## src/rtl/wb_stage.sv

```systemverilog
// Write-back stage: MEM/WB pipeline register, load extraction, register-file write control,
// misaligned-load reporting and retired-instruction counting.
module wb_stage #(
    parameter int XLEN = 32
) (
    input  logic            clk,
    input  logic            rst_n,
    input  logic            in_valid,
    input  logic [4:0]      in_rd,
    input  logic            in_rd_we,
    input  logic [1:0]      in_wb_sel,
    input  logic [2:0]      in_funct3,
    input  logic [XLEN-1:0] in_alu_result,
    input  logic [XLEN-1:0] in_mem_rdata,
    input  logic [XLEN-1:0] in_pc_plus4,
    input  logic            flush,
    output logic            wb_en,
    output logic [XLEN-1:0] wb_data,
    output logic [4:0]      rd_index,
    output logic            misalign,
    output logic [XLEN-1:0] misalign_addr,
    output logic [63:0]     instret
);

    typedef enum logic [1:0] {
        SEL_ALU     = 2'b00,
        SEL_LOAD    = 2'b01,
        SEL_LINK    = 2'b10,
        SEL_ALU_ALT = 2'b11
    } wb_sel_e;

    localparam logic [2:0] F3_LB  = 3'b000;
    localparam logic [2:0] F3_LH  = 3'b001;
    localparam logic [2:0] F3_LBU = 3'b100;
    localparam logic [2:0] F3_LHU = 3'b101;

    logic            r_valid;
    logic [4:0]      r_rd;
    logic            r_rd_we;
    wb_sel_e         r_wb_sel;
    logic [2:0]      r_funct3;
    logic [XLEN-1:0] r_alu_result;
    logic [XLEN-1:0] r_mem_rdata;
    logic [XLEN-1:0] r_pc_plus4;
    logic [XLEN-1:0] r_misalign_addr;
    logic [63:0]     r_instret;

    logic [1:0]      w_lane;
    logic [7:0]      w_byte;
    logic [15:0]     w_half;
    logic [XLEN-1:0] w_load_data;
    logic            w_is_load;
    logic            w_misaligned;
    logic            w_misalign;
    logic [XLEN-1:0] w_src;

    // NOTE: sequential state uses non-blocking assignments so every register samples pre-edge values.
    always_ff @(posedge clk or negedge rst_n) begin
        if (!rst_n) begin
            r_valid      <= 1'b0;
            r_rd         <= '0;
            r_rd_we      <= 1'b0;
            r_wb_sel     <= SEL_ALU;
            r_funct3     <= '0;
            r_alu_result <= '0;
            r_mem_rdata  <= '0;
            r_pc_plus4   <= '0;
        end else begin
            r_valid      <= in_valid & ~flush;
            r_rd         <= in_rd;
            r_rd_we      <= in_rd_we;
            r_wb_sel     <= wb_sel_e'(in_wb_sel);
            r_funct3     <= in_funct3;
            r_alu_result <= in_alu_result;
            r_mem_rdata  <= in_mem_rdata;
            r_pc_plus4   <= in_pc_plus4;
        end
    end

    assign w_lane    = r_alu_result[1:0];
    assign w_byte    = r_mem_rdata[8*w_lane +: 8];
    assign w_half    = w_lane[1] ? r_mem_rdata[31:16] : r_mem_rdata[15:0];
    assign w_is_load = (r_wb_sel == SEL_LOAD);

    // NOTE: every always_comb output gets a default first so no path can infer a latch.
    always_comb begin
        w_load_data  = r_mem_rdata;
        w_misaligned = (w_lane != 2'b00);
        case (r_funct3)
            F3_LB: begin
                w_load_data  = {{(XLEN-8){w_byte[7]}}, w_byte};
                w_misaligned = 1'b0;
            end
            F3_LBU: begin
                w_load_data  = {{(XLEN-8){1'b0}}, w_byte};
                w_misaligned = 1'b0;
            end
            F3_LH: begin
                w_load_data  = {{(XLEN-16){w_half[15]}}, w_half};
                w_misaligned = w_lane[0];
            end
            F3_LHU: begin
                w_load_data  = {{(XLEN-16){1'b0}}, w_half};
                w_misaligned = w_lane[0];
            end
            default: ; // LW and undefined encodings keep the full word
        endcase
    end

    always_comb begin
        w_src = r_alu_result;
        case (r_wb_sel)
            SEL_LOAD: w_src = w_load_data;
            SEL_LINK: w_src = r_pc_plus4;
            default:  w_src = r_alu_result;
        endcase
    end

    assign w_misalign = r_valid & w_is_load & w_misaligned;

    always_ff @(posedge clk or negedge rst_n) begin
        if (!rst_n) begin
            r_misalign_addr <= '0;
            r_instret       <= '0;
        end else begin
            if (w_misalign)
                r_misalign_addr <= r_alu_result;
            if (r_valid && !w_misalign)
                r_instret <= r_instret + 64'd1;
        end
    end

    assign wb_en         = r_valid & r_rd_we & (r_rd != 5'd0) & ~w_misalign;
    assign wb_data       = r_valid ? w_src : '0;
    assign rd_index      = r_valid ? r_rd : 5'd0;
    assign misalign      = w_misalign;
    assign misalign_addr = r_misalign_addr;
    assign instret       = r_instret;

endmodule

```

## config.mk

```make
export PLATFORM = sky130hd
export DESIGN_NAME = wb_stage
export DESIGN_NICKNAME = d
export VERILOG_FILES = /design/src/rtl/wb_stage.sv
export SDC_FILE = /design/constraint.sdc
export NUM_CORES = 1
export LEC_CHECK = 0
export ABC_AREA = 1
export CAP_MARGIN = 20
export CORE_MARGIN = 5
export CORE_UTILIZATION = 45
export DETAILED_ROUTE_END_ITERATION = 10
export GPL_ROUTABILITY_DRIVEN = 0
export PLACE_DENSITY = 0.82
export SETUP_SLACK_MARGIN = 0.2
export SYNTH_ARGS = -nofsm -noshare
export SYNTH_HDL_FRONTEND = slang
export SYNTH_SLANG_ARGS = --single-unit
```

## constraint.sdc

```tcl
create_clock -name clk -period 2.3 [get_ports clk]
set_input_delay 0.46 -clock clk [delete_from_list [all_inputs] [get_ports clk]]
set_output_delay 0.46 -clock clk [all_outputs]
set_load 0.005 [all_outputs]
```

==> impl_metrics.tcl <==
set metrics [dict create \
    r2r_end "instret[32]$_DFFE_PN0P_" \
    dieHeight_um 155 \
    synth.distinct_cells 33 \
    cts.sinks 204 \
    cts-root-buf "clkbuf_16" \
    status "complete, but fails checks" \
    die_w_um 155 \
    dp_hpwl_mm 24.2 \
    placed_cells 1670 \
    worst_pin_slew_ns 0.646 \
    insertion_delay_ns 0.50 \
    cts_buffer_depth 3 \
    yosys_register_bits 204 \
    worstHoldStart "in_mem_rdata[11]" \
    hold-path-cell-count 1 \
    cp.arrival_ns 2.21 \
    cts.reportedPaths.clkPinSlew_ns 0.06 \
    layout.nets 1575 \
    seqPwrFrac 0.414 \
    critPathLaunch "r_alu_result[1]$_DFF_PN0_" \
    dr.pass1.iters 5 \
    place_ws_ns -0.149 \
    vdd_drop_max_mv 0.627 \
    drive_above_1_share 0.196 \
    avgRoutedWirePerCell_um 21.4 \
    htree_levels 1 \
    core_um2 20800 \
    clockPowerShare 0.419 \
    vias 9794 \
    layout_min_cycle_time_ns 2.67 \
    holdCritPathClass "in -> reg" \
    grt_pass1_vias 9698 \
    path_class "reg -> out" \
    cts_made_buffers 22 \
    timing.reg2reg.setup_slack_ns 0.27 \
    p_switching_mw 2.49 \
    p_leak_nw 6.50 \
    critPathMaxStageDelay_ns 0.39 \
    register_area_um2 5110 \
    syn2layout_area_growth_pct 50.3 \
    syn-num-nets 1259 \
    grt-ovfl-total 0 \
    critPathSlowestCell "dfrtp_1" \
    path_buf_inv 4 \
    cp-end-kind "primary output" \
    cp_top_family "buffers and inverters" \
    post-route-period-util 1.16 \
    cap_violations 0 \
    syn_area_um2 9440 \
    fmax_ghz 0.375 \
    stdcell_count 1752 \
    rows 53 \
    reg2reg_depth 13 \
    path_cells "inv_4, nand2_2, o21ai_2, o21ai_2, nand2_4, buf_6, buf_6, nand2_1, nand2_1, a21oi_1, buf_2" \
    start_util 0.453 \
    final_max_slew_viol_count 0 \
    drt_wl_total_mm 37.5 \
    synth_warnings 0 \
    reg2reg_from "r_wb_sel[0]$_DFF_PN0_" \
    fin_ws_ns -0.366 \
    drc 0 \
    synth_area_per_cell_um2 8.24 \
    hold_end "r_mem_rdata[11]$_DFF_PN0_" \
    slew_headroom 0.570 \
    io_buffers 245 \
    grt_max_degree 70 \
    cp.required_ns 1.84 \
    tns_ns -7.29 \
    final_antenna_net_count 0 \
    gr-usage-all-layers 0.286 \
    p_per_area_nw_per_um2 695 \
    violations "setup timing" \
    crit_fanout 5 \
    netSwitchingFraction 0.253 \
    p_int_mw 7.36 \
    critPathLaunchType "flip-flop" \
    rsz0062_at_grt "yes" \
    drt_iter0_drc 1057 \
    synthCells 1145 \
    fillers 1506 \
    yosysSeqAreaShare 0.541 \
    multi_input_area_um2 4250 \
    antenna_found_initial 1 \
    comb_power_share 0.167 \
    fin_worst_skew_ns 0.0145 \
    dieArea_um2 24000 \
    hold_violations 0 \
    setup_viol_count_final 33 \
    cts_tree "done" \
    ios 246 \
    grt_pass1_wl_mm 53.3 \
    detail_route.vias_per_cell 5.59 \
    totalPowerFinal_mw 9.85 \
]
through the flow:
stage | utilization | hold WS, ns | instance area [µm²]
2_1_floorplan | - | 0.164 | 9440
3_3_place_gp | 0.598 | 0.444 | 12500
3_5_place_dp | 0.598 | 0.455 | 12500
4_1_cts | 0.662 | 0.378 | 13800
5_1_grt | 0.681 | 0.372 | 14200
6_report | 0.681 | 0.391 | 14200
cell families after synthesis:
group                      count (synthesis)  synth area share
AOI/OAI and AO/OA                        155            0.0877
xor gates and xnor gates                  30            0.0278
adders and majority gates                  3           0.00398
buffers and inverters                    126            0.0548
DFF                                      204             0.541
and+or+nand+nor                          627             0.285
how the worst max path moves through the flow:
stage,to,slack [ns],cells past startpoint
after CTS,wb_data[21],-0.22,12
after global placement,wb_data[28],-0.02,10
final,wb_data[10],-0.37,11
after floorplan,wb_data[23],0.39,9
after global routing,wb_data[10],-0.44,11
after detailed placement,wb_data[20],-0.15,10
Yosys cell counts:
| master | count | area [µm²] |
|---|---|---|
| clkinv_1 | 1 | 3.75 |
| nor2_2 | 6 | 37.5 |
| a21oi_1 | 69 | 345 |
| nand2_4 | 3 | 33.8 |
| dfrtp_1 | 204 | 5100 |
| nor3_4 | 2 | 32.5 |
| clkbuf_1 | 25 | 93.8 |
| xor2_1 | 18 | 158 |
| o22ai_1 | 7 | 43.8 |
| buf_2 | 5 | 25.0 |
| nand2_2 | 3 | 18.8 |
| nand2_1 | 387 | 1450 |
| nand3b_1 | 9 | 67.6 |
| nand2_8 | 1 | 20.0 |
| nor2_8 | 1 | 20.0 |
| nor3_1 | 10 | 50.1 |
| nor3b_2 | 1 | 12.5 |
| nor2_4 | 7 | 78.8 |
| nand3_1 | 18 | 90.1 |
| inv_2 | 1 | 3.75 |
| nand4_1 | 27 | 169 |
| nor2_1 | 146 | 548 |
| nand3_2 | 3 | 30.0 |
| nor3_2 | 1 | 10.0 |
| buf_6 | 5 | 56.3 |
| o21ai_0 | 60 | 300 |
| nor3b_1 | 2 | 15.0 |
| ha_1 | 3 | 37.5 |
| a21oi_2 | 10 | 87.6 |
| inv_1 | 89 | 334 |
| xnor2_1 | 12 | 105 |
| o211ai_1 | 2 | 15.0 |
| o21ai_1 | 7 | 35.0 |
registers in the layout (all words and copies together), names as in the netlist:
register and flops:
r_rd 5, r_pc_plus4 32, instret 64, r_rd_we 1, r_mem_rdata 32, misalign_addr 32, r_alu_result 32, r_funct3 3
r_wb_sel 2, r_valid 1
final cells by class:
class                      instances  area share
antenna                            1    0.000176
clock buffer                      29      0.0457
clock inverter                    10      0.0146
inverter                          91      0.0252
multi-input combinational        816       0.300
sequential                       204       0.360
tap                              275      0.0243
timing repair buffer             326       0.230
layer usage:
metal | global-route usage | vias to the layer above | wire length [µm]
li1 | - | 4281 | -
met1 | 0.337 | 4580 | 12900
met2 | 0.498 | 761 | 18300
met3 | 0.0607 | 170 | 4070
met4 | 0.134 | 2 | 2230
met5 | 0 | - | 13
power groups by stage:
stage,logic (mW),clock network (mW),registers [mW]
after floorplan,0.444,0,4.08
after global placement,1.33,0,4.10
after detailed placement,1.36,0,4.11
after CTS,1.50,4.17,4.06
after global routing,1.74,4.32,4.11
final,1.64,4.13,4.08
repair_timing:
action	in CTS	in global routing
hold buffers	1	0
endpoints found under the hold margin	2	0
resized for setup	248	83
setup endpoints to repair	43	49
pin swaps	27	43
buffers inserted	16	19
gates cloned	6	0
cells in the final DEF (no fill, tap or decap), types with 12 or more instances in the layout:
cell type | Yosys | layout
xnor2_1 | 12 | 12
nor2_1 | 146 | 136
clkbuf_16 | 0 | 23
buf_12 | 0 | 14
buf_6 | 5 | 20
buf_2 | 5 | 33
clkdlybuf4s50_1 | 0 | 205
inv_1 | 89 | 81
a21oi_1 | 69 | 47
nand3_1 | 18 | 15
o21ai_1 | 7 | 16
o21ai_2 | 0 | 15
nor2_4 | 7 | 14
xor2_1 | 18 | 18
nand2_2 | 3 | 19
nand2_1 | 387 | 356
nand4_1 | 27 | 27
nand2_4 | 3 | 17
a21oi_2 | 10 | 31
o21ai_0 | 60 | 36
dfrtp_1 | 204 | 201
buf_4 | 0 | 41
Power figures use the tool's default switching activity.
